==> config.mk <==
export PLATFORM = sky130hd
export DESIGN_NAME = multicycle_control
export DESIGN_NICKNAME = d
export VERILOG_FILES = /design/src/rtl/multicycle_control.sv
export SDC_FILE = /design/constraint.sdc
export NUM_CORES = 1
export LEC_CHECK = 0
export CAP_MARGIN = 10
export CORE_AREA = 2 2 46 48
export CTS_BUF_LIST = sky130_fd_sc_hd__clkbuf_8 sky130_fd_sc_hd__clkbuf_16
export DETAILED_ROUTE_END_ITERATION = 6
export DIE_AREA = 0 0 48 50
export HOLD_SLACK_MARGIN = 0.08
export PLACE_DENSITY_LB_ADDON = 0.25
export SLEW_MARGIN = 20
export SYNTH_ARGS = -nofsm -noshare
export SYNTH_HDL_FRONTEND = slang
export SYNTH_SLANG_ARGS = --single-unit
==> constraint.sdc <==
create_clock -name clk -period 2.6 [get_ports clk]
set_clock_uncertainty 0.05 [all_clocks]
set_input_delay 0.52 -clock clk [delete_from_list [all_inputs] [get_ports clk]]
set_output_delay 0.52 -clock clk [all_outputs]
set_load 0.03 [all_outputs]
==> src/rtl/multicycle_control.sv <==
// Multicycle MIPS control sequencer: FETCH -> DECODE -> EXEC -> MEM -> WB.
// Drives the shared datapath selects and the PC/IR load strobes.
// Memory phases stall on the mem_ready handshake.
module multicycle_control #(
  parameter int unsigned MUL_CYCLES = 4
) (
  input  logic       clk,
  input  logic       rst,
  input  logic [5:0] opcode,
  input  logic       mem_ready,
  output logic       pc_write,
  output logic       ir_write,
  output logic       i_or_d,
  output logic       mem_read,
  output logic       write_enable_mem,
  output logic       write_enable_reg,
  output logic       reg_dst,
  output logic       mem_to_reg,
  output logic       alu_src_a,
  output logic [1:0] alu_src_b,
  output logic [3:0] opALU,
  output logic       illegal_op,
  output logic [2:0] state
);

  typedef enum logic [2:0] {
    FETCH  = 3'd0,
    DECODE = 3'd1,
    EXEC   = 3'd2,
    MEM    = 3'd3,
    WB     = 3'd4
  } state_e;

  localparam logic [5:0] OP_RTYPE = 6'b000000;
  localparam logic [5:0] OP_ADDI  = 6'b001000;
  localparam logic [5:0] OP_ANDI  = 6'b001100;
  localparam logic [5:0] OP_ORI   = 6'b001101;
  localparam logic [5:0] OP_XORI  = 6'b001110;
  localparam logic [5:0] OP_LW    = 6'b100011;
  localparam logic [5:0] OP_SW    = 6'b101011;
  localparam logic [5:0] OP_MUL   = 6'b011100;

  localparam logic [3:0] MUL_LAST = 4'(MUL_CYCLES - 1);

  state_e     state_q, state_d;
  logic [5:0] op_q, op_d;
  logic [3:0] mul_cnt_q, mul_cnt_d;

  function automatic logic is_legal(input logic [5:0] op);
    return (op == OP_RTYPE) || (op == OP_ADDI) || (op == OP_ANDI) ||
           (op == OP_ORI)   || (op == OP_XORI) || (op == OP_LW)   ||
           (op == OP_SW)    || (op == OP_MUL);
  endfunction

  // State, latched opcode and MUL hold counter.
  always_ff @(posedge clk) begin
    if (rst) begin
      state_q   <= FETCH;
      op_q      <= '0;
      mul_cnt_q <= '0;
    end else begin
      state_q   <= state_d;
      op_q      <= op_d;
      mul_cnt_q <= mul_cnt_d;
    end
  end

  // Next-state and per-state datapath controls; everything forced low during reset.
  always_comb begin
    state_d          = state_q;
    op_d             = op_q;
    mul_cnt_d        = mul_cnt_q;
    pc_write         = 1'b0;
    ir_write         = 1'b0;
    i_or_d           = 1'b0;
    mem_read         = 1'b0;
    write_enable_mem = 1'b0;
    write_enable_reg = 1'b0;
    reg_dst          = 1'b0;
    mem_to_reg       = 1'b0;
    alu_src_a        = 1'b0;
    alu_src_b        = 2'b00;
    opALU            = 4'd0;
    illegal_op       = 1'b0;
    state            = state_q;

    case (state_q)
      FETCH: begin
        mem_read  = 1'b1;
        alu_src_b = 2'b01;
        opALU     = 4'd1;
        if (mem_ready) begin
          ir_write = 1'b1;
          pc_write = 1'b1;
          state_d  = DECODE;
        end
      end
      DECODE: begin
        op_d = opcode;
        if (is_legal(opcode)) begin
          state_d = EXEC;
        end else begin
          illegal_op = 1'b1;
          state_d    = FETCH;
        end
      end
      EXEC: begin
        alu_src_a = 1'b1;
        case (op_q)
          OP_RTYPE, OP_MUL: begin alu_src_b = 2'b00; opALU = 4'd0; end
          OP_ADDI, OP_LW, OP_SW: begin alu_src_b = 2'b10; opALU = 4'd1; end
          OP_ANDI: begin alu_src_b = 2'b10; opALU = 4'd3; end
          OP_ORI:  begin alu_src_b = 2'b10; opALU = 4'd4; end
          OP_XORI: begin alu_src_b = 2'b10; opALU = 4'd5; end
          default: ;
        endcase
        if ((op_q == OP_MUL) && (mul_cnt_q != MUL_LAST)) begin
          mul_cnt_d = mul_cnt_q + 4'd1;
        end else begin
          mul_cnt_d = '0;
          state_d   = ((op_q == OP_LW) || (op_q == OP_SW)) ? MEM : WB;
        end
      end
      MEM: begin
        i_or_d           = 1'b1;
        mem_read         = (op_q == OP_LW);
        write_enable_mem = (op_q == OP_SW);
        if (mem_ready) state_d = (op_q == OP_SW) ? FETCH : WB;
      end
      WB: begin
        write_enable_reg = 1'b1;
        reg_dst          = (op_q == OP_RTYPE) || (op_q == OP_MUL);
        mem_to_reg       = (op_q == OP_LW);
        state_d          = FETCH;
      end
      default: state_d = FETCH;
    endcase

    if (rst) begin
      pc_write         = 1'b0;
      ir_write         = 1'b0;
      i_or_d           = 1'b0;
      mem_read         = 1'b0;
      write_enable_mem = 1'b0;
      write_enable_reg = 1'b0;
      reg_dst          = 1'b0;
      mem_to_reg       = 1'b0;
      alu_src_a        = 1'b0;
      alu_src_b        = 2'b00;
      opALU            = 4'd0;
      illegal_op       = 1'b0;
      state            = 3'd0;
    end
  end

endmodule

Word level (Yosys, flattened, before mapping)
Index checks and enable logic that the tools add are counted.
- register bits after elaboration: 13
- latch bits: 0
- memory bits (writable): 0
- ROM bits: 0
- input port bits: 9
- output and inout bits: 19
- word-level logic and storage cells: 77
- memories: 0
- add/subtract/negate cells: 1
- $mul: 0
- div/mod/pow operators: 0
- magnitude comparators: 0
- eq/ne operators: 22
- shift operators: 0
- multiplexer cells: 35
- bitwise gates (word level): 0
- reductions and logical operators: 16
- operator list (operator ; count):
    6-bit by 4-bit equality test with 1-bit output, second input constant ; 8
    6-bit equality test, second input constant ; 4
    3-bit case mux with 4 select lines ; 2
    1-bit two-way mux ; 19
    3-bit two-way mux ; 6
    6-bit by 5-bit equality test with 1-bit output, second input constant ; 2
    6-bit logical NOT ; 2
    1-bit logical OR ; 9
    4-bit two-way mux ; 2
    3-bit by 2-bit equality test with 1-bit output, second input constant ; 2
    2-bit two-way mux ; 3
    2-bit != test, second input constant ; 3
    3-bit case mux with 2 select lines ; 1
    6-bit OR reduction ; 1
    4-bit by 1-bit adder with 4-bit output, second input constant ; 1
    4-bit by 2-bit != test with 1-bit output, second input constant ; 1
    2-bit case mux with 2 select lines ; 1
    3-bit by 1-bit equality test with 1-bit output, second input constant ; 1
    3-bit equality test, second input constant ; 1
    3-bit logical NOT ; 1
    3-bit AND reduction ; 1
    3-bit OR reduction ; 1
    1-bit case mux with 2 select lines ; 1
    1-bit logical AND ; 1

Logic depth before layout (Yosys ltp)
- depth after elaboration: 11
- gate-level depth with buffers: 7
- gate-level depth less buffers: 6

Worst setup path after synthesis
No wires, ideal clock.
- kind: in2out
- from: in rst
- to: out opALU[1]
- data arrival time: 2.247 ns
- data required time: 2.030 ns
- setup slack: -0.217 ns
- stages: 5
- path buffers: 1
- path through: clkbuf_1 -> nand2b_1 -> nor2_1 -> nand3_1 -> nor3_1
- longest elaborated chain between the ends: 1
- ends and longest elaborated chain (item ; RTL line ; source):
    start: declaration ; 8 ; input logic rst,
    4-bit two-way mux ; 139 ; if (rst) begin
    end: declaration ; 21 ; output logic [3:0] opALU,
Every way passes these cells.

Worst setup path in the final report
- from: in opcode[0]
- to: out illegal_op
- longest elaborated chain between the ends: 11
- elaborated cells between the ends (all ways): 18
- classes of those cells: 7 x eq/ne; 3 x mux; 8 x reduce/logical
- ends and longest elaborated chain (item ; RTL line ; source):
    start: declaration ; 9 ; input logic [5:0] opcode,
    6-bit by 4-bit equality test with 1-bit output / 6-bit logical NOT (equally long branches) ; 50 ; return (op == OP_RTYPE) || (op == OP_ADDI) || (op == OP_ANDI) ||
    1-bit logical OR (3 in a row) ; 50 ;
    1-bit logical OR (3 in a row) ; 51 ; (op == OP_ORI) || (op == OP_XORI) || (op == OP_LW) ||
    1-bit logical OR * ; 52 ; (op == OP_SW) || (op == OP_MUL);
    1-bit two-way mux * ; 100 ; if (is_legal(opcode)) begin
    1-bit two-way mux * ; 87 ; case (state_q)
    1-bit two-way mux * ; 139 ;
    end: declaration ; 22 ; output logic illegal_op,
Every way passes the cells marked *; elsewhere a longest branch is shown, timed or not.

==> impl_metrics.ini <==
[outcome]
run_status = complete, no violations

[cells_and_area]
num_antenna_cells = 0
final_design_area_no_fill_mm2 = 0.00118
finalNetCount = 155
area_growth_pct = 32.1
multi_input_area_um2 = 573
num-fill-cells = 183
drive_gt1_share_pct = 21.5
ff_latch_area_um2 = 260
final_core_util_pct = 62.0

[power]
power_switching_share_pct = 30.2
finalPower_uw = 520
p_comb_share_pct = 23.2
vdd_drop_max_mv = 0.266
p_per_area_mw_per_mm2 = 441
p_int_uw = 363
switchingPower_uw = 157
seq_power_share_pct = 42.7
clkPwrFrac_pct = 34.1
p_leak_nw = 0.514

[synthesis]
synth_edf_count = 0
avgSynthCellArea_um2 = 7.44
synth_common_cells = 13 x dfxtp_1, 13 x nand2_1, 11 x nor2_1
synthTopCellsByArea = dfxtp_1 29%, a21oi_1 5.6%, nand2_1 5.5%, nor2_1 4.6%, o21ai_1 3.9%
synth-main-ff-cell = dfxtp_1
ys_seq_area_share_pct = 29.1
ys_ff_latch = 13
synth_fp_nets = 130
synthArstFlopShare_pct = 0
yosysUniqueCellTypes = 40
ys_warn_count = 0
yosys.area.top_type_share_pct = 29.1
yosysTopAreaCell = dfxtp_1
syn_inst = 120
syn-cell-area_um2 = 893

[route]
drt_wl_total_um = 2230
routed_via_density = 5.40
drc = 0
drtPass1Iterations = 4
drtIter0Drc = 21
detail-route-antenna-nets = 0
wl_per_cell_um = 13.1
num_vias = 923

[critical_path]
r2r_end = state_q[0]$_SDFFE_PP0P_
startpoint = opcode[0]
worst-path-max-fanout = 4
r2r_cells = 6
timing.rr.start = mul_cnt_q[0]$_SDFFE_PP0N_
end_kind = output port
critPathArrivalTime_ns = 1.89
endpoint = illegal_op
regToRegSetupSlack_ns = 0.79
worst-setup-path-type = input pin to output port
required_ns = 2.03
start_kind = input pin

[global_routing]
grt_overflow = 0
grt_max_degree = 20
grt_pass1_vias = 834
grt_pass1_wl_um = 3500
antenna_found_initial = 0
grtUsageTotal_pct = 20.2

[floorplanning]
row_count = 16
dieArea_mm2 = 0.00240
die_x_um = 48
start_util_pct = 47.0
boundaryPins = 28
coreArea_mm2 = 0.00190
die_h_um = 50

[cts]
cts_tree = done
clock-root-buffer = clkbuf_8
clk_pin_slew_worst_paths_ns = 0.05
cts_made_buffers = 3
h-tree-depth = 1
cts_num_sinks = 13
insertion_delay_ns = 0.24
cts_buffer_depth = 2

[run]
cap_violations = 0

[timing]
clock.fmax_ghz = 0.407
hold_viol_final = 0
min_period_ns = 2.46
fin_setup_tns_ns = 0
finalCritPeriodShare_pct = 94.6
slew_viol_final = 0
fin_ws_ns = 0.140
rsz0062_at_grt = false
finalSetupViolations = 0

[placed_design]
port_buffers = 26
place_area_mm2 = 0.00112
gp_congestion = 0.791
place_ws_ns = 0.122
hpwlAfterDp_um = 1690

[hold_path]
whs_path_depth = 1
hp-class = flop to flop
[timing repair]
action	in CTS	in global routing
endpoints found under the setup margin	0	1
hold buffers	0	0
resized for setup	0	5
setup buffers	0	1
[layer usage]
metal	vias up	GRT usage, %	share of wire [%]
met1	422	22.4	42
met5	-	0	0
met4	0	6.76	0.58
met2	23	36.4	52
met3	2	3.30	4.6
li1	476	-	-
[state kept, by name, summed over array words and instances, names as in the netlist]
signal / flops
state_q: 3
op_q: 6
mul_cnt_q: 4
[through the flow]
stage	std cells	hold slack, ns
2_1_floorplan	120	0.395
5_1_grt	171	0.458
6_report	171	0.436
3_5_place_dp	166	0.436
4_1_cts	170	0.446
3_3_place_gp	166	0.422
[logic make-up after synthesis]
| kind of cell | share of synthesized area (%) |
|---|---|
| compound gates | 22.8 |
| xor+xnor | 0.981 |
| fa+ha+maj | 1.40 |
| buf+inv | 7.56 |
| flops | 29.1 |
| mux | 1.12 |
| other cells | 0.420 |
| simple gates | 36.6 |
[critical path: stages]
cell and delay [ns]:
clkdlybuf4s50_1 0.46, or4_1 0.57, o21ai_1 0.10, nor4_1 0.06, buf_4 0.18
[placed cells by master (no fill, tap or decap), types with 2 or more instances in the layout]
cell              n
nor3_1            5
o31ai_1           2
o21ai_1           8
nor2_1           11
nand2b_1          5
and3_1            2
nor2b_1           4
dlymetal6s2s_1    3
clkbuf_8          3
nor4_1            2
a311oi_1          3
nand2_1          12
buf_4            22
a21oi_1          10
dfxtp_1          13
nand3_1           2
nand4b_1          2
or3b_1            2
inv_1             5
clkdlybuf4s50_1   5
[how the worst min path moves through the flow]
stage	endpoint	slack (ns)	from
finish	mul_cnt_q[3]$_SDFFE_PP0N_	0.44	mul_cnt_q[3]$_SDFFE_PP0N_
global route	mul_cnt_q[3]$_SDFFE_PP0N_	0.46	mul_cnt_q[3]$_SDFFE_PP0N_
CTS	mul_cnt_q[3]$_SDFFE_PP0N_	0.45	mul_cnt_q[3]$_SDFFE_PP0N_
detailed placement	mul_cnt_q[3]$_SDFFE_PP0N_	0.44	mul_cnt_q[3]$_SDFFE_PP0N_
global placement	mul_cnt_q[3]$_SDFFE_PP0N_	0.42	mul_cnt_q[3]$_SDFFE_PP0N_
floorplan	mul_cnt_q[3]$_SDFFE_PP0N_	0.40	mul_cnt_q[3]$_SDFFE_PP0N_
[power by group through the flow]
stage                     clock network [mW]  logic [mW]  registers, mW
after floorplan                            0      0.0861          0.218
after global placement                     0       0.116          0.225
after CTS                              0.182       0.119          0.221
final                                  0.178       0.120          0.222
after detailed placement                   0       0.118          0.226
after global routing                   0.192       0.133          0.223
[layout make-up]
class	count	area share, %
inverter	4	1.27
timing repair buffer	30	21.4
multi-input combinational	93	48.6
clock buffer	3	3.50
clock inverter	1	0.318
tap	27	2.86
sequential	13	22.1
(Power assumes the default switching activity.)
